==> src/rtl/dense_argmax.sv <==
// dense_argmax: serial float32 argmax over a captured score vector with valid/ready handshakes
module dense_argmax #(
  parameter int DATA_WIDTH = 32,
  parameter int CLASSES = 7,
  localparam int IDX_W = CLASSES > 1 ? $clog2(CLASSES) : 1
) (
  input  logic                          clk,
  input  logic                          rst,
  input  logic [DATA_WIDTH*CLASSES-1:0] data_i,
  input  logic                          valid_i,
  output logic                          ready_o,
  output logic [IDX_W-1:0]              class_o,
  output logic [DATA_WIDTH-1:0]         max_o,
  output logic                          valid_o,
  input  logic                          ready_i
);
  typedef enum logic [1:0] {IDLE, SCAN, DONE} state_t;
  localparam logic [IDX_W-1:0] LAST = IDX_W'(CLASSES - 1);
  state_t state, next;
  logic [DATA_WIDTH*CLASSES-1:0] data_r;
  logic [DATA_WIDTH-1:0] best_val, cur;
  logic [IDX_W-1:0] best_idx, idx;
  logic upd, last;
  function automatic logic gt(input logic [DATA_WIDTH-1:0] a, input logic [DATA_WIDTH-1:0] b);
    logic a_nan, b_nan;
    a_nan = (a[30:23] == 8'hFF) && (a[22:0] != 0);
    b_nan = (b[30:23] == 8'hFF) && (b[22:0] != 0);
    if (a_nan) return 1'b0;
    if (b_nan) return 1'b1;
    if (a[30:0] == 0 && b[30:0] == 0) return 1'b0;
    if (a[31] != b[31]) return b[31];
    return a[31] ? (a[30:0] < b[30:0]) : (a[30:0] > b[30:0]);
  endfunction
  assign ready_o = (state == IDLE) && !rst;
  assign valid_o = (state == DONE);
  assign cur = data_r[idx*DATA_WIDTH +: DATA_WIDTH];
  assign upd = gt(cur, best_val);
  assign last = (idx == LAST);
  always_comb begin
    next = state;
    if (state == IDLE) next = valid_i ? (CLASSES == 1 ? DONE : SCAN) : IDLE;
    else if (state == SCAN) next = last ? DONE : SCAN;
    else next = ready_i ? IDLE : DONE;
  end
  always_ff @(posedge clk) begin
    if (rst) state <= IDLE;
    else state <= next;
  end
  always_ff @(posedge clk) begin
    if (rst) begin
      data_r <= '0;
      best_val <= '0;
      best_idx <= '0;
      idx <= '0;
      class_o <= '0;
      max_o <= '0;
    end else if (state == IDLE && valid_i) begin
      data_r <= data_i;
      best_val <= data_i[DATA_WIDTH-1:0];
      best_idx <= '0;
      idx <= IDX_W'(1);
      if (CLASSES == 1) begin
        class_o <= '0;
        max_o <= data_i[DATA_WIDTH-1:0];
      end
    end else if (state == SCAN) begin
      best_val <= upd ? cur : best_val;
      best_idx <= upd ? idx : best_idx;
      idx <= idx + 1'b1;
      // publish only when the scan finishes so outputs stay put until then
      if (last) begin
        class_o <= upd ? idx : best_idx;
        max_o <= upd ? cur : best_val;
      end
    end
  end
endmodule

==> config.mk <==
export PLATFORM = sky130hd
export DESIGN_NAME = dense_argmax
export DESIGN_NICKNAME = d
export VERILOG_FILES = /design/src/rtl/dense_argmax.sv
export SDC_FILE = /design/constraint.sdc
export NUM_CORES = 1
export LEC_CHECK = 0
export ABC_AREA = 1
export BUFFER_PORTS_ARGS = -buffer_cell sky130_fd_sc_hd__buf_2
export CAP_MARGIN = 20
export CORE_ASPECT_RATIO = 1.4
export CORE_MARGIN = 8
export CORE_UTILIZATION = 25
export CTS_CLUSTER_SIZE = 8
export DETAILED_ROUTE_END_ITERATION = 8
export GPL_TIMING_DRIVEN = 0
export SLEW_MARGIN = 25
export SYNTH_ARGS = -nofsm -noshare
export SYNTH_HDL_FRONTEND = slang
export SYNTH_SLANG_ARGS = --single-unit
==> constraint.sdc <==
create_clock -name clk -period 4.9 [get_ports clk]
set_input_delay 0.49 -clock clk [delete_from_list [all_inputs] [get_ports clk]]
set_output_delay 0.49 -clock clk [all_outputs]
set_load 0.05 [all_outputs]
---- After elaboration in Yosys (flattened, before gate mapping) ----
Index checks and enable logic that the tools add are counted.
storage, ports and cells
  bits in registers ....................... 299
  bits of input ports ..................... 228
  output and inout bits ................... 37
  word-level logic and storage cells ...... 63
operators by class
  add/sub/neg operators ................... 1
  magnitude comparators ................... 2
  equal/unequal tests ..................... 6
  shift-type cells ........................ 1
  mux-type cells .......................... 30
  bitwise logic cells ..................... 1
  reduce and logical (&&, ||, !) cells .... 14
operators with widths
  operator                                                         count
  224-bit by 9-bit indexed part select with 32-bit output          1
  32-bit 2-to-1 mux                                                3
  31-bit logical NOT                                               2
  23-bit nonzero test                                              2
  31-bit greater-than comparator                                   1
  31-bit < comparator                                              1
  1-bit 2-to-1 mux                                                 22
  8-bit == test, second input constant                             2
  2-bit 2-to-1 mux                                                 4
  1-bit logical AND                                                5
  3-bit by 1-bit adder with 3-bit output, second input constant    1
  3-bit == test, second input constant                             1
  3-bit 2-to-1 mux                                                 1
  3-bit AND reduction                                              1
  2-bit by 1-bit == test with 1-bit output, second input constant  1
  2-bit == test, second input constant                             1
  2-bit logical NOT                                                1
  2-bit nonzero test                                               1
  2-bit OR reduction                                               1
  1-bit logical NOT                                                1
  1-bit inequality test                                            1
  1-bit NOT                                                        1

---- Longest topological paths before layout ----
Gate-level depths: netlist (run 1).
  depth in word-level cells ............... 17
  gate-level depth with buffers ........... 33
  depth with buffers taken out ............ 29

---- Worst setup path before layout (run 1) ----
No wires, ideal clock.
  path kind ............................... reg-to-reg
  start ................................... register idx[0]
  end ..................................... register max_o[25]
  library setup time ...................... 109 ps
  data arrival time ....................... 2736 ps
  data required time ...................... 4791 ps
  path slack .............................. 2055 ps
  stages on the path, launching flop included .. 29
  path buffers ............................ 4
  clock period less this slack ............ 2845 ps
  path through ............................ dfxtp_1 buf_6 buf_6 buf_2 nor2_1 nor2_1 o21ai_1 nand3_1 o21ai_1 inv_1 ha_1 nand2_1 nor2_1 nand4_1 nor2_1 nand2_1 nand2_1 nand2_1 nand2_1 nand2_1 inv_1 nand2_1 nand2_2 buf_2 nand3_1 nand2_1 nand2_1 nand2_1 inv_1
between the ends
  cells in the longest elaborated chain, start to end .. 11
  elaborated cells on any way between the ends .. 27
  those cells by class .................... order compare (2); eq/ne (3); shift (1); mux (16); reduce/logical (5)
ends and longest elaborated chain
  what                                                                                     RTL line  source
  start: declaration                                                                       22        logic [IDX_W-1:0] best_idx, idx;
  start signal: assignment                                                                 69        idx <= idx + 1'b1;
  parallel branches: the longest is 11 deep, another holds 31-bit greater-than comparator  --
  end signal: assignment                                                                   64        max_o <= data_i[DATA_WIDTH-1:0];
  end signal: assignment                                                                   73        max_o <= upd ? cur : best_val;
  end: declaration                                                                         13        output logic [DATA_WIDTH-1:0] max_o,
Several ways; the timed one is not identified. The select of a mux whose other input is x is not followed.
A chain may end at the register's enable or synchronous reset.

---- Worst setup path in the final report (run 1) ----
  start ................................... register idx[0]
  end ..................................... register max_o[6]
The elaborated chain is that of the path after synthesis.

==> results of run 1 <==
## power by group
group          switching (mW)  internal (mW)  leakage (nW)
Sequential              0.122           2.68          2.47
Combinational            1.49          0.695          5.66
Clock                    1.08           1.60         0.564
Total                    2.70           4.97          8.69
## layout by cell type (no fill, tap or decap), types with 6 or more instances in the layout
master / count
sky130_fd_sc_hd__a21oi_1: 129
sky130_fd_sc_hd__buf_6: 6
sky130_fd_sc_hd__nor2_1: 397
sky130_fd_sc_hd__nand3b_1: 9
sky130_fd_sc_hd__nand4_1: 7
sky130_fd_sc_hd__clkbuf_16: 44
sky130_fd_sc_hd__buf_2: 287
sky130_fd_sc_hd__inv_1: 257
sky130_fd_sc_hd__o22ai_1: 31
sky130_fd_sc_hd__nand3_1: 143
sky130_fd_sc_hd__nand2_1: 524
sky130_fd_sc_hd__ha_1: 33
sky130_fd_sc_hd__buf_1: 12
sky130_fd_sc_hd__nor3_1: 7
sky130_fd_sc_hd__clkbuf_1: 100
sky130_fd_sc_hd__o21ai_1: 15
sky130_fd_sc_hd__dfxtp_1: 299
sky130_fd_sc_hd__o21ai_0: 273
sky130_fd_sc_hd__buf_4: 6
## metal layers
layer	GRT usage, %	vias to the layer above	part of all wire [%]	routed length, um
li1	-	7815	-	-
met1	20.8	7185	40	25800
met2	33.2	550	48	31500
met3	3.33	168	5.8	3760
met4	11.2	2	6.4	4160
met5	0	-	0.020	13
## sequential cells by signal, summed over array words and instances (netlist names)
signal / count
class_o: 3
best_val: 32
data_r: 224
max_o: 32
idx: 3
best_idx: 3
state: 2
## cell type report
| cell class | count | area (um^2) | share of cell area, % |
|---|---|---|---|
| Antenna cell | 1 | 2.50 | 0.0138 |
| Multi-Input combinational cell | 1577 | 7080 | 39.1 |
| Timing Repair Buffer | 263 | 1320 | 7.26 |
| Sequential cell | 299 | 5990 | 33.0 |
| Inverter | 264 | 991 | 5.47 |
| Clock inverter | 2 | 25.0 | 0.138 |
| Clock buffer | 48 | 1130 | 6.21 |
| Buffer | 147 | 652 | 3.60 |
| Tap cell | 749 | 937 | 5.17 |
## final timing paths
path,end,start,slack (ns)
max,max_o[6],idx[0],0.79
min,state[1],ready_i,0.16
max reg2reg,max_o[6],idx[0],0.79
min reg2reg,data_r[38],data_r[38],0.45
## worst register-to-register path: stages, from the launching register on
cell and delay [ns]:
sky130_fd_sc_hd__dfxtp_1 0.35, sky130_fd_sc_hd__buf_6 0.15, sky130_fd_sc_hd__clkbuf_1 0.65, sky130_fd_sc_hd__o21ai_0 0.25, sky130_fd_sc_hd__nand2_1 0.10, sky130_fd_sc_hd__nand2_1 0.08
sky130_fd_sc_hd__nand2_1 0.07, sky130_fd_sc_hd__nand2_1 0.13, sky130_fd_sc_hd__ha_1 0.33, sky130_fd_sc_hd__nand2_1 0.07, sky130_fd_sc_hd__nor2_1 0.16, sky130_fd_sc_hd__nand4_1 0.10
sky130_fd_sc_hd__nor2_1 0.19, sky130_fd_sc_hd__nand2_1 0.11, sky130_fd_sc_hd__nand2_1 0.09, sky130_fd_sc_hd__nand2_1 0.05, sky130_fd_sc_hd__nand2_1 0.05, sky130_fd_sc_hd__nand2_1 0.04
sky130_fd_sc_hd__inv_1 0.04, sky130_fd_sc_hd__nand2_1 0.05, sky130_fd_sc_hd__nand2_2 0.15, sky130_fd_sc_hd__buf_2 0.32, sky130_fd_sc_hd__nand3_1 0.18, sky130_fd_sc_hd__nand2_1 0.13
sky130_fd_sc_hd__nand2_1 0.05, sky130_fd_sc_hd__nand2_1 0.06, sky130_fd_sc_hd__inv_1 0.03
## logic make-up after synthesis
kind of cell             count (synthesis)  share of synthesized area [%]
buffers and inverters                  411                           11.2
AO/OA/AOI/OAI                          452                           15.7
adder cells (fa/ha/maj)                 33                           2.81
AND/OR/NAND/NOR                       1092                           29.6
flip-flops                             299                           40.7
==> summary.txt, run 1 <==
Critical path
  • CP bufs+invs: 5
  • Worst Setup Path Type: flop to flop
  • Crit. End Element: flop
  • Delay of the slowest cell on the worst path: 0.64 ns
  • Number of cell instances on the worst register-to-register path: 26
  • Cell repeated most along the worst path: sky130_fd_sc_hd__nand2_1
  • Largest fanout on the critical path: 10
  • Family of cells with the greatest summed delay on the critical path: simple AND/OR/NAND/NOR gates
  • Critical path launch point type: flop
  • Arrival @ worst endpoint: 4.55 ns
  • Worst path slowest cell: sky130_fd_sc_hd__clkbuf_1
  • Number of gates on the worst path with buffers counted: 26
  • Required time worst endpoint: between 5 and 6 ns

CTS
  • Setup Fix Bufs, Post-CTS: 0
  • Cts bufs inserted: 43
  • CTS H-tree lvls: 2
  • Clock transition at path regs: 0.05 ns
  • Clock tree from TritonCTS: built
  • Clock Tree Root: sky130_fd_sc_hd__clkbuf_16
  • Quantity of gates resized following cts: 0
  • Cts-stage hold buffer count: 0
  • Maximum clock insertion buffer count: 3
  • CTS Sinks: 299
  • Skew-Pair Late Insertion Delay: 0.55 ns

Place
  • Estimated wirelength of the detail-placed design: between 50,000 and 60,000 um
  • Port Buffer Count: 263
  • Dpl cells: 3,299
  • Placed Area: 17,000 um^2
  • RePlAce Congestion: roughly 0.94
  • Post-placement worst setup slack: roughly 0.81 ns

Die
  • Area inside the core boundary: 58,500 um^2
  • Initial cell density of the core: 25.2%
  • Die W: 221 um
  • Number of top-level design ports: around 270
  • Row count: 105
  • Die H: 303 um
  • Floorplan die area: 67,000 um^2

STA
  • Final-report setup violation count: 0
  • Hold Violations, Final: 0
  • Final WS setup: roughly 0.79 ns
  • Worst max-slew margin expressed relative to the limit: 42.1%
  • Slew @ Worst Pin: 0.868 ns
  • Period utilisation layout: 83.8%
  • Worst Clk Skew: 0.0146 ns
  • Final TNS setup: 0 ns
  • Peak Freq: 244 MHz
  • Crit path time final: 4.11 ns
  • Unrepaired setup endpoints after global routing: false
  • Hold Worst Slack: about 0.16 ns
  • Final Max Slew Viols: 0

Synth
  • Sequential-to-total area share from yosys stat: 40.7%
  • Ranking of synthesized cells by instance count: sky130_fd_sc_hd__nand2_1 (524), sky130_fd_sc_hd__nor2_1 (397), sky130_fd_sc_hd__dfxtp_1 (299), sky130_fd_sc_hd__o21ai_0 (273), sky130_fd_sc_hd__inv_1 (257)
  • Post-synthesis net count: 2,548
  • Number of distinct library cells after synthesis: 28
  • Most used standard cell by instance count after synthesis: sky130_fd_sc_hd__nand2_1
  • Cell type contributing the most total cell area after synthesis: sky130_fd_sc_hd__dfxtp_1
  • Dominant cells by area after synthesis: sky130_fd_sc_hd__dfxtp_1 (41%), sky130_fd_sc_hd__nand2_1 (13%), sky130_fd_sc_hd__nor2_1 (10%)
  • Total of warnings raised by yosys: 0
  • Avg Cell Area, Syn: 6.43 um^2
  • Number of enable-type register cells in the synthesized netlist: 0
  • Cell count after synthesis: approximately 2,300
  • Share of synthesized flip-flops with an asynchronous set or reset: 0%
  • Post-synthesis sequential element count: 299
  • Area of the mapped netlist: 14,700 um^2
  • Fraction of synthesized cell area taken by the top area cell type: 40.7%
  • Dominant synthesized flop cell: sky130_fd_sc_hd__dfxtp_1

Route
  • Total iterations of the first detailed-routing run: 5
  • Routed wire per std cell: 19.5 um
  • Sum of routed wire length over all layers: 65,300 um
  • Via count: between 15,000 and 20,000
  • DRC violations left: 0
  • Via-to-Cell Ratio: 4.69
  • Number of violations reported at the end of detailed-routing iteration 0: slightly below 1,000
  • Post-route ant nets: 0

Cells and area
  • Count of fill cells added during filler insertion: ~6,600
  • Number of nets in the final layout: 2,856
  • Post-layout util: a little under a third
  • Fraction of layout cells with a size suffix above 1: around 14%
  • Design Area, Final: 18,100 um^2
  • Area overhead of the layout relative to synthesis: 23.2%
  • Layout Cells excl Fill: 3,350

Pwr
  • Peak supply drop: 221 uV
  • Leak Pwr: 8.69 nW
  • Power density over the cells: 423 nW/um^2
  • Total power: 7.66 mW

Outcome
  • Run status: completed

Min path
  • Class of the tightest hold or removal check: primary input to flop
  • Cell count of the worst hold path: 2

Global route
  • Initial antenna violation count: 2
  • Tot GR Track Use: 18.7%
  • Wire length of the first global-routing pass: 94,600 um
  • Via count of the first global-routing pass: 15,500
  • Maximum number of pins on one net before global-route repair: 12
  • Overflow left after global routing: 0

Job
  • Max-cap violations: 0
(Power assumes the default switching activity.)
==> run 2: changes to the inputs <==
ABC_AREA = 0   (was 1)
clock period = 3.32 ns   (was 4.9 ns; I/O delays follow)
==> summary.txt, run 2 <==
Route
  • Via count: 13,700 (-13%)
  • Total iterations of the first detailed-routing run: 6 (+1)
  • Sum of routed wire length over all layers: 62,000 um (-5.0%)
  • DRC violations left: 0 (unchanged)
  • Via-to-Cell Ratio: 4.97 (+6.0%)
  • Routed wire per std cell: 22.5 um (+16%)
  • Post-route ant nets: 0 (unchanged)
  • Number of violations reported at the end of detailed-routing iteration 0: 830 (-14%)

Place
  • Dpl cells: 2,650 (-20%)
  • Port Buffer Count: 263 (unchanged)
  • Estimated wirelength of the detail-placed design: 49,000 um (-7.7%)
  • Placed Area: 16,100 um^2 (-4.9%)
  • RePlAce Congestion: 0.948 (+1.2%)

Cells and area
  • Design Area, Final: 19,100 um^2 (+5.2%)
  • Most common cell after layout, fill and taps aside: sky130_fd_sc_hd__nand2_1
  • Top library cells by usage in the layout, fill and taps aside: sky130_fd_sc_hd__nand2_1 (464), sky130_fd_sc_hd__dfxtp_1 (297), sky130_fd_sc_hd__buf_2 (265)
  • Fraction of layout cells with a size suffix above 1: 27.7% (+14 points)
  • Number of nets in the final layout: 2,275 (-20%)
  • Area overhead of the layout relative to synthesis: 38.2%
  • Most flops, register: data_r
  • Largest registers: data_r: 224 flops, best_val: 32 flops, max_o: 32 flops
  • Layout Cells excl Fill: 2,750 (-18%)
  • Max FFs per register: 224 (unchanged)

Pwr
  • Peak supply drop: 438 uV (+98%)
  • Net switching power figure: 3.16 mW (+17%)
  • Leak Pwr: 7.28 nW (-16%)
  • Share of total power in sequential cells: 37.5% (+1.0 points)
  • Total power: 10.6 mW (+38%)
  • Combinational group share of total power: 24.9% (-3.7 points)
  • Internal power component: 7.40 mW (+49%)
  • Fraction of power consumed by the clock network: 37.6% (+2.7 points)
  • Power density over the cells: 554 nW/um^2 (+31%)
  • Switching share of power: 29.9% (-5.3 points)

Synth
  • Most used standard cell by instance count after synthesis: sky130_fd_sc_hd__nand2_1
  • Area of the mapped netlist: 13,800 um^2 (-6.2%)
  • Share of synthesized flip-flops with an asynchronous set or reset: 0% (unchanged)
  • Dominant synthesized flop cell: sky130_fd_sc_hd__dfxtp_1
  • Dominant cells by area after synthesis: sky130_fd_sc_hd__dfxtp_1 (43%), sky130_fd_sc_hd__nand2_1 (13%), sky130_fd_sc_hd__a21oi_1 (8.8%)
  • Total of warnings raised by yosys: 0 (unchanged)
  • Cell type contributing the most total cell area after synthesis: sky130_fd_sc_hd__dfxtp_1
  • Post-synthesis net count: 1,920 (-25%)
  • Post-synthesis sequential element count: 299 (unchanged)
  • Avg Cell Area, Syn: 8.32 um^2 (+29%)
  • Fraction of synthesized cell area taken by the top area cell type: 43.4% (+2.7 points)
  • Number of distinct library cells after synthesis: 59 (+110%)
  • Cell count after synthesis: 1,659 (-27%)
  • Ranking of synthesized cells by instance count: sky130_fd_sc_hd__nand2_1 (464), sky130_fd_sc_hd__dfxtp_1 (299), sky130_fd_sc_hd__a21oi_1 (242), sky130_fd_sc_hd__mux2i_1 (100), sky130_fd_sc_hd__clkbuf_1 (94)
  • Sequential-to-total area share from yosys stat: 43.4% (+2.7 points)
  • Number of enable-type register cells in the synthesized netlist: 0 (unchanged)

STA
  • Final WS setup: -0.901 ns (-1.70 ns)
  • Peak Freq: 237 MHz (-2.8%)
  • Final Max Slew Viols: 0 (unchanged)
  • Period utilisation layout: 127% (+43 points)
  • Crit path time final: 4.22 ns (+0.116 ns)
  • Unrepaired setup endpoints after global routing: true
  • Hold Violations, Final: 0 (unchanged)
  • Final-report setup violation count: 70 (+70)
  • Worst max-slew margin expressed relative to the limit: 36.3% (-5.8 points)
  • Worst Clk Skew: 0.0200 ns (+0.00546 ns)
  • Slew @ Worst Pin: 0.955 ns (+0.0873 ns)

CTS
  • Skew-Pair Late Insertion Delay: 0.56 ns (about the same)
  • Cts bufs inserted: 43 (unchanged)
  • Clock tree from TritonCTS: built
  • Clock transition at path regs: 0.05 ns (about the same)
  • Clock Tree Root: sky130_fd_sc_hd__clkbuf_16
  • CTS Sinks: 299 (unchanged)
  • CTS H-tree lvls: 2 (unchanged)
  • Maximum clock insertion buffer count: 3 (unchanged)

Die
  • Die H: 294 um (-3.0%)
  • Number of top-level design ports: 265 (unchanged)
  • Die W: 215 um (-2.9%)
  • Initial cell density of the core: 25.1% (-0.077 points)
  • Floorplan die area: 63,100 um^2 (-5.8%)
  • Area inside the core boundary: 55,000 um^2 (-5.9%)
  • Row count: 102 (-2.9%)

Global route
  • Tot GR Track Use: 18.6% (-0.13 points)
  • Via count of the first global-routing pass: 14,200 (-8.2%)
  • Initial antenna violation count: 9 (+7)
  • Maximum number of pins on one net before global-route repair: 13 (+1)
  • Overflow left after global routing: 0 (unchanged)
  • Wire length of the first global-routing pass: 88,700 um (-6.3%)

Critical path
  • Arrival @ worst endpoint: 4.67 ns (+0.12 ns)
  • Worst path slowest cell: sky130_fd_sc_hd__a221oi_2
  • Family of cells with the greatest summed delay on the critical path: compound AO/OA/AOI/OAI gates
  • Critical path launch point type: flop
  • CP bufs+invs: 5 (unchanged)
  • Worst Setup Path Type: flop to flop
  • Largest fanout on the critical path: 10 (unchanged)
  • Delay of the slowest cell on the worst path: 0.48 ns (-0.16 ns)
  • Crit. End Element: flop
  • Ordered cell list for the critical path: buf_12 -> buf_12 -> mux2_1 -> a221oi_2 -> nor2_1 -> ha_1 -> a211oi_2 -> o21bai_1 -> o21bai_1 -> nand3_1 -> a211o_1 -> a31oi_4 -> buf_6 -> nor4_4 -> buf_12 -> clkbuf_16 -> mux2i_1 -> a211oi_1
  • Cell repeated most along the worst path: sky130_fd_sc_hd__buf_12
  • Required time worst endpoint: 3.77 ns (-1.58 ns)

Min path
  • Class of the tightest hold or removal check: primary input to flop

Outcome
  • Run status: finished, violations left
  • Violated checks: negative setup slack

Job
  • Max-cap violations: 0 (unchanged)
-- run 2: cell types whose count changed in the layout (fill, tap and decap cells not counted), moves of 22 or more --
cell and delta:
sky130_fd_sc_hd__a211oi_1 +39, sky130_fd_sc_hd__a211oi_2 +23, sky130_fd_sc_hd__a21oi_1 +108, sky130_fd_sc_hd__a221oi_4 +22
sky130_fd_sc_hd__buf_2 -22, sky130_fd_sc_hd__buf_4 +23, sky130_fd_sc_hd__inv_1 -225, sky130_fd_sc_hd__mux2i_1 +72
sky130_fd_sc_hd__nand2_1 -60, sky130_fd_sc_hd__nand3_1 -139, sky130_fd_sc_hd__nor2_1 -316, sky130_fd_sc_hd__o21ai_0 -270
sky130_fd_sc_hd__o22ai_1 -31
-- run 2: kinds of logic (layout without fill, tap and decap cells) --
group / after synthesis / in the layout / share of synthesized area [%]
compound gates: 398 / 398 / 17.8
fa+ha+maj: 33 / 33 / 2.99
buf+inv: 162 / 520 / 5.17
flops: 299 / 299 / 43.4
mux: 145 / 145 / 12.2
other cells: 0 / 5 / 0
simple gates: 622 / 622 / 18.5
-- run 2: worst reg2reg max path, stage by stage (launching register included) --
cell,delay (ns)
sky130_fd_sc_hd__dfxtp_4,0.36
sky130_fd_sc_hd__buf_12,0.13
sky130_fd_sc_hd__buf_12,0.14
sky130_fd_sc_hd__mux2_1,0.37
sky130_fd_sc_hd__a221oi_2,0.48
sky130_fd_sc_hd__nor2_1,0.26
sky130_fd_sc_hd__ha_1,0.26
sky130_fd_sc_hd__a211oi_2,0.23
sky130_fd_sc_hd__o21bai_1,0.10
sky130_fd_sc_hd__o21bai_1,0.19
sky130_fd_sc_hd__nand3_1,0.10
sky130_fd_sc_hd__a211o_1,0.35
sky130_fd_sc_hd__a31oi_4,0.22
sky130_fd_sc_hd__buf_6,0.15
sky130_fd_sc_hd__nor4_4,0.04
sky130_fd_sc_hd__buf_12,0.17
sky130_fd_sc_hd__clkbuf_16,0.17
sky130_fd_sc_hd__mux2i_1,0.12
sky130_fd_sc_hd__a211oi_1,0.27
-- run 2: power by group through the flow --
stage / registers [mW] / logic, mW / clock network (mW)
after floorplan: 3.95 / 1.21 / 0
after global placement: 4.00 / 1.81 / 0
after detailed placement: 4.01 / 1.84 / 0
after CTS: 3.95 / 2.24 / 4.02
after global routing: 3.98 / 2.79 / 4.15
final: 3.96 / 2.63 / 3.97
-- run 2: stage by stage --
step / util (%) / hold WS (ns) / setup slack [ns] / setup TNS, ns
after CTS: 33.3 / 0.00158 / -0.838 / -54.56
after global placement: 29.3 / 0.440 / -1.67 / -108.69
after detailed placement: 29.3 / 0.443 / -1.73 / -111.46
after floorplan: - / 0.432 / -0.433 / -24.73
final: 34.7 / 0.0128 / -0.901 / -56.49
after global routing: 34.7 / 0.0119 / -0.956 / -61.84
-- run 2: routing by layer --
metal	GRT usage (%)	share of wire [%]
met5	0	0.068
met4	14.3	7.8
met3	3.50	5.3
met2	32.0	48
met1	20.1	38
-- run 2: area by class of cell --
class / instances / area (um^2)
clock inverter: 4 / 85.1
multi-input combinational: 1198 / 8150
antenna: 5 / 12.5
timing repair buffer: 310 / 1920
inverter: 32 / 120
fill: 5659 / 35900
clock buffer: 44 / 1080
sequential: 299 / 5990
buffer: 130 / 803
tap: 728 / 911
-- run 2: path summary, 6_finish.rpt --
path | slack (ns) | from | depth (start not counted) | to
worst max-delay path | -0.90 | idx[1] | 18 | best_val[18]
worst min-delay path | 0.01 | data_i[47] | 3 | data_r[47]
worst max register to register | -0.90 | idx[1] | 18 | best_val[18]
worst min register to register | 0.45 | data_r[111] | 2 | data_r[111]
-- run 2: what timing repair did --
item | CTS | global route
endpoints found under the hold margin | 1 | 0
endpoints found under the setup margin | 70 | 70
gates resized for setup | 126 | 107
pin swaps | 22 | 37
setup buffers | 25 | 13
hold buffers | 1 | 0
gates cloned | 5 | 4
==> run 3: changes to the inputs <==
==> constraint.sdc (replaced) <==
create_clock -name clk -period 3.76 [get_ports clk]
set_input_delay 0 -clock clk [delete_from_list [all_inputs] [get_ports clk]]
set_output_delay 0 -clock clk [all_outputs]
set_load 0.05 [all_outputs]
==> summary.txt, run 3 (same netlist as run 2, synthesis figures left out) <==
Outcome
  • Run status: finished, violations left
  • Violated checks: negative setup slack

Route
  • Via-to-Cell Ratio: 4.97 (-0.11%)
  • Sum of routed wire length over all layers: 66,300 um (+6.9%)
  • Via count: 14,900 (+8.8%)
  • Post-route ant nets: 0 (unchanged)
  • Number of violations reported at the end of detailed-routing iteration 0: 930 (+12%)
  • DRC violations left: 0 (unchanged)
  • Routed wire per std cell: 22.1 um (-1.8%)
  • Total iterations of the first detailed-routing run: 5 (-1)

Critical path
  • Critical path launch point type: flop
  • Ordered cell list for the critical path: buf_12 -> buf_12 -> buf_6 -> mux2_4 -> a221oi_4 -> a221oi_4 -> ha_1 -> and3_1 -> nand4_1 -> o21bai_4 -> nand3_1 -> a211o_1 -> a31oi_4 -> buf_6 -> nor4_4 -> buf_12 -> buf_12 -> mux2i_1 -> a211oi_2
  • Cell repeated most along the worst path: sky130_fd_sc_hd__buf_12
  • Worst Setup Path Type: flop to flop
  • Worst path slowest cell: sky130_fd_sc_hd__a221oi_4
  • Required time worst endpoint: 4.17 ns (+0.40 ns)
  • Crit. End Element: flop
  • CP bufs+invs: 6 (+1)
  • Arrival @ worst endpoint: 4.46 ns (-0.21 ns)
  • Delay of the slowest cell on the worst path: 0.43 ns (-0.05 ns)
  • Largest fanout on the critical path: 10 (unchanged)
  • Family of cells with the greatest summed delay on the critical path: compound AO/OA/AOI/OAI gates

Pwr
  • Leak Pwr: 8.31 nW (+14%)
  • Power density over the cells: 442 nW/um^2 (-20%)
  • Peak supply drop: 336 uV (-23%)

Cells and area
  • Most flops, register: data_r
  • Largest registers: data_r: 224 flops, best_val: 32 flops, max_o: 32 flops
  • Max FFs per register: 224 (unchanged)
  • Number of nets in the final layout: 2,518 (+11%)
  • Layout Cells excl Fill: 2,995 (+8.9%)
  • Most common cell after layout, fill and taps aside: sky130_fd_sc_hd__nand2_1
  • Design Area, Final: 21,600 um^2 (+14%)
  • Area overhead of the layout relative to synthesis: 56.9%
  • Fraction of layout cells with a size suffix above 1: 26.6% (-1.1 points)
  • Top library cells by usage in the layout, fill and taps aside: sky130_fd_sc_hd__nand2_1 (462), sky130_fd_sc_hd__dfxtp_1 (297), sky130_fd_sc_hd__buf_2 (263)

STA
  • Peak Freq: 247 MHz (+4.1%)
  • Crit path time final: 4.06 ns (-0.165 ns)
  • Worst max-slew margin expressed relative to the limit: 39.4% (+3.1 points)
  • Final Max Slew Viols: 0 (unchanged)
  • Hold Worst Slack: 0.0702 ns (+0.0573 ns)
  • Period utilisation layout: 108% (-19 points)
  • Slew @ Worst Pin: 0.909 ns (-0.0460 ns)
  • Final WS setup: -0.296 ns (+0.605 ns)
  • Hold Violations, Final: 0 (unchanged)
  • Worst Clk Skew: 0.0114 ns (-0.00867 ns)
  • Final-report setup violation count: 70 (unchanged)
  • Unrepaired setup endpoints after global routing: true

Global route
  • Via count of the first global-routing pass: 15,600 (+9.8%)
  • Initial antenna violation count: 4 (-5)
  • Overflow left after global routing: 0 (unchanged)
  • Maximum number of pins on one net before global-route repair: 12 (-1)
  • Wire length of the first global-routing pass: 96,100 um (+8.4%)
  • Tot GR Track Use: 20.0% (+1.4 points)

Die
  • Number of top-level design ports: 265 (unchanged)
  • Floorplan die area: 63,100 um^2 (unchanged)
  • Row count: 102 (unchanged)
  • Die H: 294 um (unchanged)
  • Area inside the core boundary: 55,000 um^2 (unchanged)
  • Initial cell density of the core: 25.1% (unchanged)
  • Die W: 215 um (unchanged)

Place
  • Port Buffer Count: 263 (unchanged)
  • Placed Area: 16,100 um^2 (-0.16%)
  • Dpl cells: 2,650 (unchanged)
  • Post-placement worst setup slack: -1.29 ns (+0.442 ns)
  • Estimated wirelength of the detail-placed design: 49,300 um (+0.57%)
  • RePlAce Congestion: 0.933 (-1.5%)

Min path
  • Class of the tightest hold or removal check: primary input to flop

CTS
  • Maximum clock insertion buffer count: 3 (unchanged)
  • CTS H-tree lvls: 2 (unchanged)
  • Skew-Pair Late Insertion Delay: 0.55 ns (about the same)
  • CTS Sinks: 299 (unchanged)
  • Cts bufs inserted: 43 (unchanged)
  • Clock Tree Root: sky130_fd_sc_hd__clkbuf_16
  • Clock transition at path regs: 0.06 ns (about the same)
  • Clock tree from TritonCTS: built

Job
  • Max-cap violations: 0 (unchanged)
==> run 3: per-layer routing <==
metal	routed length (um)	global-route usage [%]	vias up
met5	0	0	-
met4	5510	13.7	0
met3	3460	2.98	258
li1	-	-	6979
met2	32100	35.0	642
met1	25200	22.2	6999
==> run 3: repair_timing <==
| item | 4_1_cts | 5_1_grt |
|---|---|---|
| setup endpoints to repair | 70 | 70 |
| endpoints found under the hold margin | 260 | 0 |
| pin swaps | 45 | 90 |
| cloned | 5 | 3 |
| hold buffers | 226 | 0 |
| resized for setup | 149 | 138 |
| buffers inserted | 34 | 23 |
==> run 3: through the flow <==
step	power, mW	util [%]	TNS (ns)
after floorplan	4.54	-	-0.000580
after global placement	5.11	29.3	-82.01
after detailed placement	5.14	29.3	-84.41
after CTS	9.20	37.7	-20.17
after global routing	9.89	39.3	-23.19
final	9.57	39.4	-16.83
==> run 3: worst paths after layout <==
path	startpoint	to	slack, ns	cells after the start
worst max-delay path	idx[1]	best_val[29]	-0.30	19
worst min register to register	data_r[142]	data_r[142]	0.45	2
worst min-delay path	rst	best_idx[2]	0.07	3
worst max register to register	idx[1]	best_val[29]	-0.30	19
==> run 3: power by group <==
group / switching [mW] / internal [mW] / leakage (nW)
Clock: 1.42 / 2.05 / 0.554
Sequential: 0.146 / 3.35 / 2.45
Combinational: 1.32 / 1.27 / 5.31
Total: 2.89 / 6.68 / 8.31
==> run 3: area by class of cell <==
| cell class | instances | area [um^2] |
|---|---|---|
| diodes | 8 | 20.0 |
| plain buffers | 130 | 823 |
| clock buffers | 44 | 1100 |
| clock inverters | 3 | 32.5 |
| fillers | 5404 | 33400 |
| inverters | 32 | 124 |
| multi-input cells | 1198 | 8380 |
| flip-flops and latches | 299 | 5990 |
| well taps | 728 | 911 |
| repair buffers | 553 | 4270 |
==> run 3: worst min-delay path, cell delays in order <==
cell	delay [ns]
sky130_fd_sc_hd__clkbuf_1	0.18
sky130_fd_sc_hd__nand2b_1	0.27
sky130_fd_sc_hd__nor2_1	0.12
